===== config.mk =====
export PLATFORM = sky130hd
export DESIGN_NAME = control_sequencer
export DESIGN_NICKNAME = d
export VERILOG_FILES = /design/src/rtl/control_sequencer_pkg.sv /design/src/rtl/control_sequencer_mfc_wait_timer.sv /design/src/rtl/control_sequencer.sv
export SDC_FILE = /design/constraint.sdc
export NUM_CORES = 1
export LEC_CHECK = 0
export CORE_MARGIN = 2
export CORE_UTILIZATION = 25
export DETAILED_ROUTE_END_ITERATION = 16
export GPL_TIMING_DRIVEN = 0
export PLACE_DENSITY_LB_ADDON = 0.3
export SLEW_MARGIN = 20
export SYNTH_ARGS = -nofsm -noshare
export SYNTH_HDL_FRONTEND = slang
export SYNTH_SLANG_ARGS = --single-unit

===== constraint.sdc =====
create_clock -name clk -period 3.35 [get_ports clk]
set_input_delay 0.8375 -clock clk [delete_from_list [all_inputs] [get_ports clk]]
set_output_delay 0.8375 -clock clk [all_outputs]
set_load 0.1 [all_outputs]

===== src/rtl/control_sequencer_pkg.sv =====
// Shared sequencer types: ns_sel encodings, microstate type, default entry states.
// No logic; constants only. No backpressure.
package control_sequencer_pkg;

  typedef logic [7:0] ustate_t;

  typedef enum logic [2:0] {
    NS_DISPATCH = 3'd0,
    NS_INCR     = 3'd1,
    NS_BRANCH   = 3'd2,
    NS_COND     = 3'd3,
    NS_WAIT_MFC = 3'd4,
    NS_RETURN   = 3'd5,
    NS_CALL     = 3'd6,
    NS_RESTART  = 3'd7
  } ns_sel_e;

  localparam ustate_t DEF_RESET_STATE = 8'd0;
  localparam ustate_t DEF_ABORT_STATE = 8'd255;

endpackage


===== src/rtl/control_sequencer_mfc_wait_timer.sv =====
// Counts consecutive unstalled wait-MFC cycles; flags timeout once MFC_TIMEOUT have elapsed.
// timeout is combinational on the current count. stall freezes the count.
module mfc_wait_timer #(
  parameter int MFC_TIMEOUT = 16
) (
  input  logic clk,
  input  logic reset_n,
  input  logic stall,
  input  logic waiting,
  input  logic mfc,
  output logic timeout
);

  localparam int CW = $clog2(MFC_TIMEOUT + 1);
  localparam logic [CW-1:0] LIMIT = CW'(MFC_TIMEOUT);

  logic [CW-1:0] cnt;

  // mfc arriving on the limit edge wins over the abort
  assign timeout = waiting && !mfc && (cnt == LIMIT);

  always_ff @(posedge clk or negedge reset_n) begin
    if (!reset_n) begin
      cnt <= '0;
    end else if (!stall) begin
      if (!waiting || mfc || timeout) begin
        cnt <= '0;
      end else begin
        cnt <= cnt + 1'b1;
      end
    end
  end

endmodule


===== src/rtl/control_sequencer.sv =====
// Microcode next-address sequencer with one-level call/return; MFC timeout under CTRL_SEQ_MFC_TIMEOUT_EN.
// One clock from ns_sel to state; dispatch/mfc_abort pulse the cycle after. stall freezes everything.
module control_sequencer
  import control_sequencer_pkg::*;
#(
  parameter ustate_t RESET_STATE = DEF_RESET_STATE,
  parameter ustate_t ABORT_STATE = DEF_ABORT_STATE,
  parameter int      MFC_TIMEOUT = 16
) (
  input  logic       clk,
  input  logic       reset_n,
  input  logic [7:0] enc_state,
  input  logic [2:0] ns_sel,
  input  logic [7:0] cr_addr,
  input  logic       cond_true,
  input  logic       inv,
  input  logic       mfc,
  input  logic       stall,
  output logic [7:0] state,
  output logic       dispatch,
  output logic       mfc_abort
);

  ustate_t ret_reg;
  logic    ret_valid;
  ustate_t nxt_state;
  ustate_t nxt_ret;
  logic    nxt_ret_valid;
  logic    nxt_dispatch;
  logic    nxt_abort;
  logic    mfc_timeout;
  ustate_t state_inc;

  assign state_inc = state + 8'd1;

`ifdef CTRL_SEQ_MFC_TIMEOUT_EN
  mfc_wait_timer #(
    .MFC_TIMEOUT (MFC_TIMEOUT)
  ) u_mfc_wait_timer (
    .clk     (clk),
    .reset_n (reset_n),
    .stall   (stall),
    .waiting (ns_sel == NS_WAIT_MFC),
    .mfc     (mfc),
    .timeout (mfc_timeout)
  );
`else
  assign mfc_timeout = 1'b0;
  logic unused_cfg;
  assign unused_cfg = &{1'b0, MFC_TIMEOUT[0]};
`endif

  always_comb begin
    nxt_state     = state;
    nxt_ret       = ret_reg;
    nxt_ret_valid = ret_valid;
    nxt_dispatch  = 1'b0;
    nxt_abort     = 1'b0;
    if (!stall) begin
      case (ns_sel_e'(ns_sel))
        NS_DISPATCH: begin
          nxt_state    = enc_state;
          nxt_dispatch = 1'b1;
        end
        NS_INCR:   nxt_state = state_inc;
        NS_BRANCH: nxt_state = cr_addr;
        NS_COND:   nxt_state = (cond_true ^ inv) ? cr_addr : state_inc;
        NS_WAIT_MFC: begin
          if (mfc) begin
            nxt_state = state_inc;
          end else if (mfc_timeout) begin
            nxt_state = ABORT_STATE;
            nxt_abort = 1'b1;
          end
        end
        NS_RETURN: begin
          // a return with nothing saved falls back to fetch
          nxt_state     = ret_valid ? ret_reg : RESET_STATE;
          nxt_ret_valid = 1'b0;
        end
        NS_CALL: begin
          nxt_ret       = state_inc;
          nxt_ret_valid = 1'b1;
          nxt_state     = cr_addr;
        end
        NS_RESTART: nxt_state = RESET_STATE;
        default:    nxt_state = state;
      endcase
    end
  end

  always_ff @(posedge clk or negedge reset_n) begin
    if (!reset_n) begin
      state     <= RESET_STATE;
      ret_reg   <= '0;
      ret_valid <= 1'b0;
      dispatch  <= 1'b0;
      mfc_abort <= 1'b0;
    end else begin
      state     <= nxt_state;
      ret_reg   <= nxt_ret;
      ret_valid <= nxt_ret_valid;
      dispatch  <= nxt_dispatch;
      mfc_abort <= nxt_abort;
    end
  end

endmodule


==> impl_metrics.csv <==
group,metric,value,unit
timing,worst_slew_pin_slew,0.9643,ns
global_routing,grt_pass1_vias,1126,
synthesis,synth_edf_count,0,
timing,rsz0062_at_grt,"false",
setup_path,crit_chain,"clkdlybuf4s50_1",
floorplan,num_rows,24,
setup_path,critical_path_class,"flop to output pin",
timing,period_share,82.22,%
synthesis,synth.most_common_cell,"dfrtp_1",
route,drc,0,
route,vias,1103,
synthesis,synth_seq_cells,18,
route,drt_iter0_markers,144,
cts,ctsResizeCount,0,
placement,io_buffers,32,
cells_and_area,drive_gt1_share,10.00,%
global_routing,grt.met3_usage,2.500,%
worst_hold_path,holdCritPathClass,"flop to flop",
cells_and_area,num_antenna_cells,0,
floorplan,fp.dieArea,0.005206,mm²
worst_hold_path,hold_path_depth,1,
setup_path,critPathBufInv,1,
power_and_ir_drop,vdd_drop_max,0.1480,mV
global_routing,track_usage,13.90,%
timing,setup_violations,0,
route,wl_per_cell,14.90,µm
synthesis,synthCells,134,
power_and_ir_drop,p_leak,0.6300,nW
cts,cts_setup_buffers,0,
timing,setup_tns,0,ns
global_routing,grt_overflow,0,
timing,drv_slew,0,
timing,slew_headroom,35.51,%
synthesis,synth_compound_area_share,22.09,%
synthesis,yosysTopAreaCell,"dfrtp_1",
floorplan,initial_core_util,26.30,%
worst_hold_path,holdCritStartpoint,"ret_reg[5]",
floorplan,die_h,72.15,µm
timing,worst_slack,0.5957,ns
synthesis,synth_top_family_by_area,"simple AND/OR/NAND/NOR gates",
synthesis,synth_ff_type,"dfrtp_1",
status,status,"finished clean",
power_and_ir_drop,pwr_density_cell,518.8,mW/mm²
synthesis,synth_top_area_share,38.79,%
route,ant_nets,0,
cells_and_area,areaGrowthSynthToFinish,37.93,%
floorplan,coreArea,0.004414,mm²
synthesis,yosysWarnings,0,
setup_path,regToRegEndpoint,"state[7]",
cells_and_area,nets,197,
worst_hold_path,whs_endpoint,"ret_reg[5]",
global_routing,grt_pass1_wl,5.554,mm
setup_path,r2r_cells,6,
cts,clkSinkCount,18,
cts,clk_pin_slew_worst_paths,0.08,ns
timing,finClkSkew,0.001913,ns
cts,cts_root_buf,"clkbuf_8",
route,drt_wl_total,3.308,mm
synthesis,synth_xor_area_share,6.034,%
floorplan,io_pins,35,
placement,dp_slack,0.6719,ns
placement,hpwl,2.419,mm
timing,hold_viol,0,
synthesis,syn_area_per_cell,8.665,µm²
cts,h-tree-depth,1,
cells_and_area,final_util,36.28,%
synthesis,yosys-top-cells-area,"dfrtp_1 (39%), a21oi_1 (5.2%), nor2_1 (5.2%), o21ai_0 (3.9%), nor2b_1 (3.8%)",
synthesis,yosys.area_share.simple,22.63,%
synthesis,async_reset_ff_share,100.0,%
route,first_pass_iters,4,
timing,fmax,0.3631,GHz
cts,cts_tree,"done",
setup_path,crit_arrival,1.92,ns
flow_run,drv_cap,0,
synthesis,syn-num-nets,160,
route,viasPerCell,4.968,
cts,cts_buffer_depth,2,
setup_path,cp-end-kind,"output pin",
setup_path,cpPeakStageDelay,1.18,ns
cts,cts_hold_buf,0,
cts,insertion_delay,0.26,ns
floorplan,die_x,72.15,µm
synthesis,synthAdderAreaFrac,1.078,%
cells_and_area,finalNonFillerCells,222,
global_routing,grt_use_met2,21.92,%
global_routing,met1_usage,19.19,%
setup_path,r2r_slack,1.79,ns
setup_path,reg2reg_from,"ret_valid",
setup_path,cp_max_fo,8,
global_routing,antenna_found_initial,0,
global_routing,grt_max_degree,19,
placement,routabilityCongestion,0.8333,
synthesis,yosys-top-cells-count,"dfrtp_1 (18), nor2_1 (16), a21oi_1 (12)",
placement,dp_cells,218,
synthesis,synthesis.area,0.001161,mm²
synthesis,muxShareOfSynthArea,3.772,%
setup_path,start_kind,"flop",
timing,fin_crit,2.754,ns
synthesis,seq_area_frac_synth,38.79,%
setup_path,crit_family,"buffers and inverters",
global_routing,grt.busiest_layer,"met2",
synthesis,yosysUniqueCellTypes,38,
setup_path,cpMaxStageDelayCell,"clkdlybuf4s50_1",
cts,cts-buffers-inserted,3,
setup_path,crit_required,2.51,ns
timing,hold_slack,0.5100,ns
stage by stage:
step,instance area (µm²),total power [mW]
final,1602,0.8310
after global placement,1546,0.6498
after floorplan,1161,0.5468
after detailed placement,1546,0.6504
after CTS,1602,0.8372
after global routing,1602,0.8788
layout by cell type, fill, tap and decap left out, types with 4 or more instances in the layout:
master	count
o21ai_0	9
and3_1	4
clkdlybuf4s50_1	32
nor3_1	6
clkbuf_8	4
nor2_1	16
dfrtp_1	18
buf_2	4
xnor2_1	5
nand3_1	4
nor2b_1	7
nand2_1	8
a21oi_1	12
cell type report:
class	count	area, µm²
multi-input cells	106	649.4
flip-flops and latches	18	450.4
plain buffers	9	57.56
inverters	1	3.754
fillers	467	2813
well taps	52	65.06
clock buffers	4	55.05
repair buffers	32	320.3
worst max path at each step:
stage,from,cells past startpoint,to
2_1_floorplan,ns_sel[0],6,ret_reg[1]
3_3_place_gp,cond_true,6,state[3]
3_5_place_dp,ns_sel[1],6,state[5]
4_1_cts,state[0],1,state[0]
5_1_grt,state[0],1,state[0]
6_report,state[0],1,state[0]
metal layers:
layer,up-vias,share of wire [%]
li1,554,-
met1,516,46
met2,29,47
met3,4,5.1
met4,0,1.3
met5,-,0
cell families after synthesis:
kind of cell | count (synthesis)
AO/OA/AOI/OAI | 40
XOR/XNOR | 8
adder cells (fa/ha/maj) | 1
buffers and inverters | 10
flip-flops | 18
multiplexers | 4
other | 1
AND/OR/NAND/NOR | 52
power breakdown:
| part | switching [mW] | internal, mW | total, mW |
|---|---|---|---|
| Combinational | 0.219 | 0.122 | 0.341 |
| Sequential | 0.0399 | 0.266 | 0.305 |
| Clock | 0.0802 | 0.105 | 0.185 |
| Total | 0.339 | 0.492 | 0.831 |
(Power assumes the default switching activity.)
==> RTL change 1, RTL diff (same settings) <==
Add a define of `CTRL_SEQ_MFC_TIMEOUT_EN`.
--- a/src/rtl/control_sequencer.sv
+++ b/src/rtl/control_sequencer.sv
@@ -1,4 +1,6 @@
 // Microcode next-address sequencer with one-level call/return; MFC timeout under CTRL_SEQ_MFC_TIMEOUT_EN.
 // One clock from ns_sel to state; dispatch/mfc_abort pulse the cycle after. stall freezes everything.
+`define CTRL_SEQ_MFC_TIMEOUT_EN
+
 module control_sequencer
   import control_sequencer_pkg::*;
Behaviour: no difference found for any inputs over 10 cycles, from zero or initial values and one cycle with reset_n low; that may be too few to reach the edited logic, so the function may still have changed.
==> RTL change 1 against the original RTL <==
- worst setup slack lost 0.0042 ns
- wire length increased by 21%
- sequential cell count rose by 6
- total power rose by 20%
- area after synthesis up 29%
- final cell count increased by 21%
- clock skew increased by 0.0057 ns
- cell area grew 24%
- die area grew 27%
==> RTL change 1: results (changes against the original RTL) <==
[timing]
hold_slack_ns = 0.514  ; was 0.510 ns
worst_slew_pin_slew_ns = 0.973  ; was 0.964 ns

[run_status]
run_status = complete, no violations  ; unchanged

[synthesis]
ys_seq_area_share_pct = 40.1  ; was 38.8%
ys_types = 45  ; was 38
synthTopCellsByArea = dfrtp_1 (40%), o21ai_0 (5.3%), mux2_2 (3.8%), nand4_1 (3.8%), a21oi_1 (3.7%)  ; was dfrtp_1 (39%), a21oi_1 (5.2%), nor2_1 (5.2%), o21ai_0 (3.9%), nor2b_1 (3.8%)
syn-num-nets = 185  ; was 160

[final_layout]
clk_share_pct = 3.61  ; was 3.44%
inv_count = 9  ; was 1
buf_share_pct = 18.8  ; was 23.6%
buffers = 42  ; was 41
multi_input_gates = 114  ; was 106
fin_nets = 222  ; was 197
seq-cell-share_pct = 30.4  ; was 28.1%
drive_above_1_share_pct = 12.4  ; was 10.0%
seq_cell_count = 24  ; was 18

[worst_hold_path]
min_to = ret_reg[2]  ; was ret_reg[5]
worstHoldStart = ret_reg[2]  ; was ret_reg[5]

[global_routing]
grt_pass1_wl_um = 6460  ; was 5550 um
grt_max_degree = 25  ; was 19

[critical_path]
endpoint = state[3]  ; was state[0]
crit_start = state[3]  ; was state[0]
r2r-end = state[4]  ; was state[7]
worst-path-max-fanout = 7  ; was 8
r2r_cells = 7  ; was 6
reg2reg_slack_ns = 1.63  ; was 1.79 ns

[place]
place_congestion = 0.771  ; was 0.833
dpl.hpwl_um = 2940  ; was 2420 um

[routing]
wirelength_um = 4010  ; was 3310 um

[pwr]
max-vdd-ir-drop_mv = 0.205  ; was 0.148 mV

[RTL change 1: per-stage QoR]
stage	worst slack, ns	cell area, um2	util [%]	cells
floorplan	1.31	1500	-	157
global placement	0.765	1910	32.7	264
detailed placement	0.740	1910	32.6	264
CTS	0.585	1980	33.8	268
global route	0.529	1980	33.8	268
finish	0.592	1980	33.8	268
[RTL change 1: layer usage]
layer	wire, um	track usage [%]	share of wire [%]
met1	1850	17.2	46
met2	1930	21.1	48
met3	152	2.44	3.8
met4	78	4.75	1.9
met5	0	0	0
[RTL change 1: power breakdown]
group / switching [mW] / internal (mW)
registers: 0.0452 / 0.340
logic: 0.234 / 0.119
clock network: 0.101 / 0.160
[RTL change 1: cell families after synthesis]
family                     Yosys count  synth area share [%]
AOI/OAI and AO/OA                   48                  21.7
muxes                                6                  4.43
DFF                                 24                  40.1
xor gates and xnor gates             8                  4.68
buffers and inverters               19                  6.02
adders and majority gates            3                  2.51
and+or+nand+nor                     49                  20.6
==> RTL change 2, RTL diff (same flow settings) <==
Made on the original files. Make the reset (`reset_n`) synchronous in one clocked block.
--- a/src/rtl/control_sequencer.sv
+++ b/src/rtl/control_sequencer.sv
@@ -90,5 +90,5 @@
   end
 
-  always_ff @(posedge clk or negedge reset_n) begin
+  always_ff @(posedge clk) begin
     if (!reset_n) begin
       state     <= RESET_STATE;
Check against the original RTL: differs if reset_n is asserted again (counterexample within 4 cycles, from zero or initial values and one cycle with reset_n low); with reset_n held inactive, the same outputs for 10 cycles.
==> RTL change 2 against the original RTL <==
- wire length decreased by 5.8%
- largest cell class unchanged
- die area fell by 1.7%
- cell area is 3.4% lower
- clock power shrank 17%
- first-iteration DRC count fell by 72%
- final cell count shrank 1.4%
- global-route usage shrank 1.8 points
- critical path depth unchanged
- area after synthesis decreased by 1.8%
- worst setup slack worse by 0.039 ns
- hold slack worse by 0.027 ns
- total power down 30%
- sequential cell count is the same
==> RTL change 2: results (changes against the original RTL) <==
[run_status]
run_status = complete, no violations  ; unchanged

[clocking]
clk_latency_ns = 0.25
numCtsBuffers = 3  ; unchanged
htreeDepth = 1  ; unchanged
clk_pin_slew_ns = 0.07

[pwr]
netSwitchingFraction_pct = 34.9  ; was 40.8%
pg_clk_mw = 0.154  ; was 0.185 mW
pg_seq_mw = 0.239  ; was 0.305 mW
max-vdd-ir-drop_mv = 0.245  ; was 0.148 mV
power.leakage_nw = 0.654  ; was 0.630 nW

[critical_path]
reg2reg_slack_ns = 1.77  ; was 1.79 ns
r2r-end = state[4]  ; was state[7]
r2r_cells = 5  ; was 6
max_stage_delay_ns = 1.20  ; was 1.18 ns
critPathArrivalTime_ns = 1.96  ; was 1.92 ns
r2r-start = state[0]  ; was ret_valid
cp_top_family = buffers and inverters  ; unchanged
worst-path-max-fanout = 8  ; unchanged

[place]
place_congestion = 0.798  ; was 0.833
post-place-ws_ns = 0.787  ; was 0.672 ns
placed_area_um2 = 1510  ; was 1550 um2
io_buffers = 30  ; was 32
dpl.hpwl_um = 2340  ; was 2420 um

[global_routing]
grt_usage_pct = 12.1  ; was 13.9%
grt_pass1_vias = 1088  ; was 1126
grt_pass1_wl_um = 5010  ; was 5550 um
grt_max_degree = 11  ; was 19

[synthesis]
ys_seq_area_share_pct = 31.6  ; was 38.8%
async_flop_share_pct = 0  ; was 100%
synthTopCellsByArea = dfxtp_1 (32%), o211a_1 (7.9%), a32o_1 (4.4%), a21oi_1 (4.0%), o21ai_0 (4.0%)  ; was dfrtp_1 (39%), a21oi_1 (5.2%), nor2_1 (5.2%), o21ai_0 (3.9%), nor2b_1 (3.8%)
ys_types = 42  ; was 38
yosysWarnings = 0  ; unchanged

[routing]
vias_per_cell = 5.11  ; was 4.97
drt_iter0_drc = 40  ; was 144
wirelength_um = 3120  ; was 3310 um

[final_layout]
drive_above_1_share_pct = 10.8  ; was 10.0%
fin_nets = 195  ; was 197
fillCellCount = 464  ; was 467
n_antenna_cell = 0  ; unchanged

[worst_hold_path]
whs_path_depth = 2  ; was 1
hp-class = register to register  ; unchanged
worstHoldStart = ret_valid  ; was ret_reg[5]
min_to = ret_valid  ; was ret_reg[5]

[timing]
skew_ns = 0.000886  ; was 0.00191 ns
slew_headroom_pct = 35.0  ; was 35.5%

[RTL change 2: final cells by class]
cell class                 count  area (um2)  area share, %
clock buffer                   3        41.3           2.67
multi-input combinational    101         689           44.6
tap                           52        65.1           4.21
buffer                        11        75.1           4.85
inverter                       4        15.0          0.971
sequential                    18         360           23.3
timing repair buffer          30         300           19.4
[RTL change 2: how the worst max path moves through the flow]
| stage | startpoint | to | cells after the start | slack (ns) |
|---|---|---|---|---|
| CTS | state[0] | state[0] | 1 | 0.56 |
| finish | state[0] | state[0] | 1 | 0.56 |
| global route | state[0] | state[0] | 1 | 0.52 |
| detailed placement | ns_sel[1] | state[6] | 6 | 0.79 |
| floorplan | state[0] | state[4] | 5 | 1.27 |
| global placement | ns_sel[1] | state[6] | 6 | 0.78 |
[RTL change 2: logic make-up after synthesis]
| group | Yosys count | share of synthesized area, % |
|---|---|---|
| DFF | 18 | 31.6 |
| and+or+nand+nor | 39 | 17.1 |
| muxes | 3 | 3.73 |
| AOI/OAI and AO/OA | 50 | 32.2 |
| other | 1 | 0.329 |
| xor gates and xnor gates | 7 | 6.04 |
| adders and majority gates | 1 | 1.10 |
| buffers and inverters | 15 | 7.90 |
[RTL change 2: per-stage QoR]
step	util [%]	power [mW]	hold slack, ns	cells
finish	35.3	0.578	0.482	219
global placement	34.3	0.430	0.471	216
CTS	35.3	0.582	0.487	219
detailed placement	34.3	0.429	0.475	216
global route	35.3	0.603	0.524	219
floorplan	-	0.368	0.446	134
[RTL change 2: layer usage]
metal | part of all wire, % | routed length [um] | track usage [%] | up-vias
li1 | - | - | - | 558
met2 | 44 | 1380 | 19.8 | 36
met4 | 0 | 0 | 0.629 | 0
met5 | 0 | 0 | 0 | -
met1 | 50 | 1560 | 16.9 | 526
met3 | 5.6 | 174 | 3.23 | 0
